File: src/rtl/sawwave_generator.sv
// sawwave_generator: PWM sawtooth source; a free-running frame counter is compared
//   against a ramp level that steps once per frame, so the filtered Pulse is a sawtooth.
// Latency: Pulse is registered one clock behind the compare; the enable switch takes two
//   synchroniser flops before the counter starts. Backpressure: none, the output is free-running.
// Ports:
//   sysclk      - system clock, rising edge only
//   Reset_n     - synchronous active-low reset, overrides enable
//   Enable_SW_1 - asynchronous front-panel enable (1 = run, 0 = hold cleared)
//   Pulse       - registered PWM output
//   Saw_Level   - current ramp level (observability)
module sawwave_generator #(
  parameter int PWM_BITS = 8,
  parameter int SAW_STEP = 8
) (
  input  logic                sysclk,
  input  logic                Reset_n,
  input  logic                Enable_SW_1,
  output logic                Pulse,
  output logic [PWM_BITS-1:0] Saw_Level
);

  // Step truncated to the ramp width; the addition wraps modulo 2^PWM_BITS.
  localparam logic [PWM_BITS-1:0] STEP = PWM_BITS'(SAW_STEP);

  logic                r_en_s1;
  logic                r_en_s2;
  logic [PWM_BITS-1:0] r_pwm_cnt;
  logic                w_frame_end;

  assign w_frame_end = (r_pwm_cnt == {PWM_BITS{1'b1}});

  // Two-flop synchroniser for the asynchronous switch.
  always_ff @(posedge sysclk) begin
    if (!Reset_n) begin
      r_en_s1 <= 1'b0;
      r_en_s2 <= 1'b0;
    end else begin
      r_en_s1 <= Enable_SW_1;
      r_en_s2 <= r_en_s1;
    end
  end

  // Frame counter, ramp level and PWM compare. Disabling discards any partial
  // frame, so the ramp always restarts from level 0.
  always_ff @(posedge sysclk) begin
    if (!Reset_n || !r_en_s2) begin
      r_pwm_cnt <= '0;
      Saw_Level <= '0;
      Pulse     <= 1'b0;
    end else begin
      r_pwm_cnt <= r_pwm_cnt + 1'b1;
      if (w_frame_end) begin
        Saw_Level <= Saw_Level + STEP;
      end
      // Pre-edge values: level L gives L high clocks per frame, never 100 %.
      Pulse <= (r_pwm_cnt < Saw_Level);
    end
  end

endmodule

File: config.mk
export PLATFORM = sky130hd
export DESIGN_NAME = sawwave_generator
export DESIGN_NICKNAME = d
export VERILOG_FILES = /design/src/rtl/sawwave_generator.sv
export SDC_FILE = /design/constraint.sdc
export NUM_CORES = 1
export LEC_CHECK = 0
export CORE_MARGIN = 10
export CORE_UTILIZATION = 37
export DETAILED_ROUTE_END_ITERATION = 8
export HOLD_SLACK_MARGIN = 0.15
export PLACE_DENSITY = 0.63
export REMOVE_ABC_BUFFERS = 1
export SETUP_SLACK_MARGIN = 0.1
export SLEW_MARGIN = 20
export SYNTH_ARGS = -nofsm -noshare
export SYNTH_HDL_FRONTEND = slang
export SYNTH_SLANG_ARGS = --single-unit
File: constraint.sdc
create_clock -name sysclk -period 4.4 [get_ports sysclk]
set_input_delay 0.66 -clock sysclk [delete_from_list [all_inputs] [get_ports sysclk]]
set_output_delay 0.66 -clock sysclk [all_outputs]
set_load 0.05 [all_outputs]
==> metrics.md <==
| Metric | Value |
|---|---|
| Seq/Total Area, Yosys | 0.418 |
| CP endpoint kind | output pin |
| Data required, critical path | 3740 ps |
| Slew @ Worst Pin | 500 ps |
| Maximum clock insertion buffer count | 2 |
| Dpl cells | 117 |
| Core footprint | 0.00196 mm^2 |
| Synth-to-layout area growth | 16.5% |
| Root Driver | clkbuf_4 |
| Non-Filler Instances | 121 |
| Critical Path AT | 1540 ps |
| Final nets | 104 |
| Fin area | 893 um^2 |
| Max Fclk | 455 MHz |
| Area contributors post-synth | dfxtp_1, ha_1, a21oi_1, nand3_1, o21ai_0 |
| Die X | 65.5 um |
| First-pass GRT wire length | 2.30 mm |
| Antenna fix cells | 0 |
| Global route overflow | 0 |
| Psw | 0.0528 mW |
| TNS Setup | 0 ps |
| Setup Skew | 2.00 ps |
| Fraction of registers with async set or reset after synthesis | 0 |
| Worst hold path class | flop to flop |
| Area leader, netlist | dfxtp_1 |
| H-tree depth | 1 |
| Largest net degree at the start of global routing | 14 |
| Met1 usage in global routing | 0.0744 |
| Dpl cell area | 857 um^2 |
| Dpl hpwl | 1.07 mm |
| Max-slew violation count | 0 |
| CTS Buf Count | 3 |
| Io pins | 12 |
| Outcome | completed |
| Worst-path maximum fanout | 6 |
| Ys Warns | 0 |
| Gpl congestion | 0.693 |
| Avg Vias per Cell | 5.02 |
| Synth Register Bits | 16 |
| Fraction of layout cells with a size suffix above 1 | 0.0638 |
| Final worst path period share | 0.500 |
| Int Pwr | 0.199 mW |
| Cell Area, Synth | 767 um^2 |
| Vias in the first global route | 538 |
| Top Family by Delay on Critical Path | buffers and inverters |
| Drt total wl | 1.41 mm |
| RSZ-0062 raised after global routing | false |
| Clk_lat worst skew | 290 ps |
| Combinational group share of total power | 0.039 |
| Die area | 0.00429 mm^2 |
| Row cnt | 16 |
| EDFF count, synth | 0 |
| GR Layer Usage met3 | 0.0390 |
| Power density cells | 281 mW/mm^2 |
| Tmin final | 2200 ps |
| Kind of start point of the critical path | flop |
| Static leakage | 0.322 nW |
| Mapped Cells | 85 |
| Peak supply drop | 0.000190 V |
| Initial antenna violation count | 0 |
| DRC Markers | 0 |
| Clock group share of total power | 0.379 |
| Yosys top cell area share | 0.418 |
| CP Cell Sequence | clkdlybuf4s50_1 |
| CTS tree | done |
| Slew HR | 0.666 |
| GRT Total Usage | 0.0673 |
| WP buf/inv | 1 |
| Most common cell in the synthesized netlist | dfxtp_1 |
| CTS clk-pin slew, worst paths | 90 ps |
| Ys flop type | dfxtp_1 |
| # Post-CTS Setup Buffers | 0 |
| CTS sink count | 16 |
| Iter 0 DRT Violations | 17 |
| Commonest cells in the netlist | dfxtp_1, a21oi_1, ha_1, inv_1 |
| Starting Density | 0.391 |
| CP peak stage delay | 840 ps |
| Cts repair resizes | 0 |
| Vias | 607 |
| Met2 Use GR | 0.105 |
| DRT Pass-1 Iters | 4 |
| Fill cell count | 217 |
| Critical Setup Path Class | flop to output pin |
| Gr busiest metal | met2 |
| Critical path's slowest cell | clkdlybuf4s50_1 |
| Yosys cell types | 28 |
| Avg Synthesized Cell Area | 9.02 um^2 |
| Max-Cap Viols | 0 |
| Hold buffer count at cts | 0 |
| Hold Violations, Final | 0 |
| Antenna Nets Post-Route | 0 |
| Final Setup Violations | 0 |
| Die H | 65.5 um |
| Switching Share | 0.210 |
| PortBufs | 8 |
| Sequential power share | 0.582 |
| Routed WL per cell | 11.7 um |
cells by family after synthesis:
group / share of synthesized area
fa+ha+maj: 0.0979
flops: 0.418
xor+xnor: 0.0343
buf+inv: 0.0701
simple gates: 0.225
other cells: 0.00489
compound gates: 0.150
through the flow:
step            util  setup WS [ps]  hold slack [ps]  power [mW]
2_1_floorplan      -           2780              412       0.157
3_3_place_gp   0.437           2530              423       0.159
3_5_place_dp   0.437           2510              418       0.159
4_1_cts        0.455           2190              449       0.255
5_1_grt        0.455           2140              475       0.263
6_report       0.455           2200              447       0.251
placed cells by master, fill, tap and decap left out, types with 2 or more instances in the layout:
cell type        instances
o31ai_1                  2
ha_1                     6
dfxtp_1                 16
or4_1                    2
clkdlybuf4s50_1          8
nand2_1                  5
clkbuf_4                 3
inv_1                    6
nor2_1                   5
o21ai_0                  5
or3_1                    3
nand3_1                  5
a21oi_1                  8
and2_1                   3
xor2_1                   2
conb_1                   3
state kept, by name (all words and copies together), names as in the netlist:
signal and flops:
r_pwm_cnt 8, Saw_Level 5, Pulse 1, r_en_s1 1, r_en_s2 1
worst register-to-register path, stage by stage (launching register included):
cell     delay, ps
dfxtp_1        440
nand3_1        340
or4_1          590
a21oi_1        140
area by class of cell:
cell class / count / area (um^2) / share of cell area
clock buffer: 4 / 36.3 / 0.0406
sequential: 16 / 320 / 0.359
timing repair buffer: 8 / 80.1 / 0.0896
multi-input combinational: 60 / 400 / 0.448
inverter: 6 / 22.5 / 0.0252
tap: 27 / 33.8 / 0.0378
final timing paths:
kind / from / end / depth (start not counted) / slack (ps)
worst max-delay path: Saw_Level[3]$_SDFFE_PP0N_ / Saw_Level[3] / 1 / 2200
worst min-delay path: r_en_s1$_SDFF_PN0_ / r_en_s2$_SDFF_PN0_ / 1 / 450
worst max register to register: r_pwm_cnt[3]$_SDFF_PP0_ / Saw_Level[6]$_SDFFE_PP0N_ / 3 / 2830
worst min register to register: r_en_s1$_SDFF_PN0_ / r_en_s2$_SDFF_PN0_ / 1 / 450
power by group through the flow:
stage               Sequential [mW]  Combinational, mW  Clock, mW
floorplan                     0.150            0.00711          0
global placement              0.150            0.00968          0
detailed placement            0.150            0.00972          0
CTS                           0.146            0.00976     0.0987
global route                  0.146             0.0105      0.106
finish                        0.146            0.00984     0.0953
layer usage:
metal / routed length (um) / part of all wire
met3: 112 / 0.079
met5: 0 / 0
met2: 621 / 0.44
met4: 7 / 0.0050
met1: 672 / 0.48
Note: power is estimated with default switching activity, not from simulation.
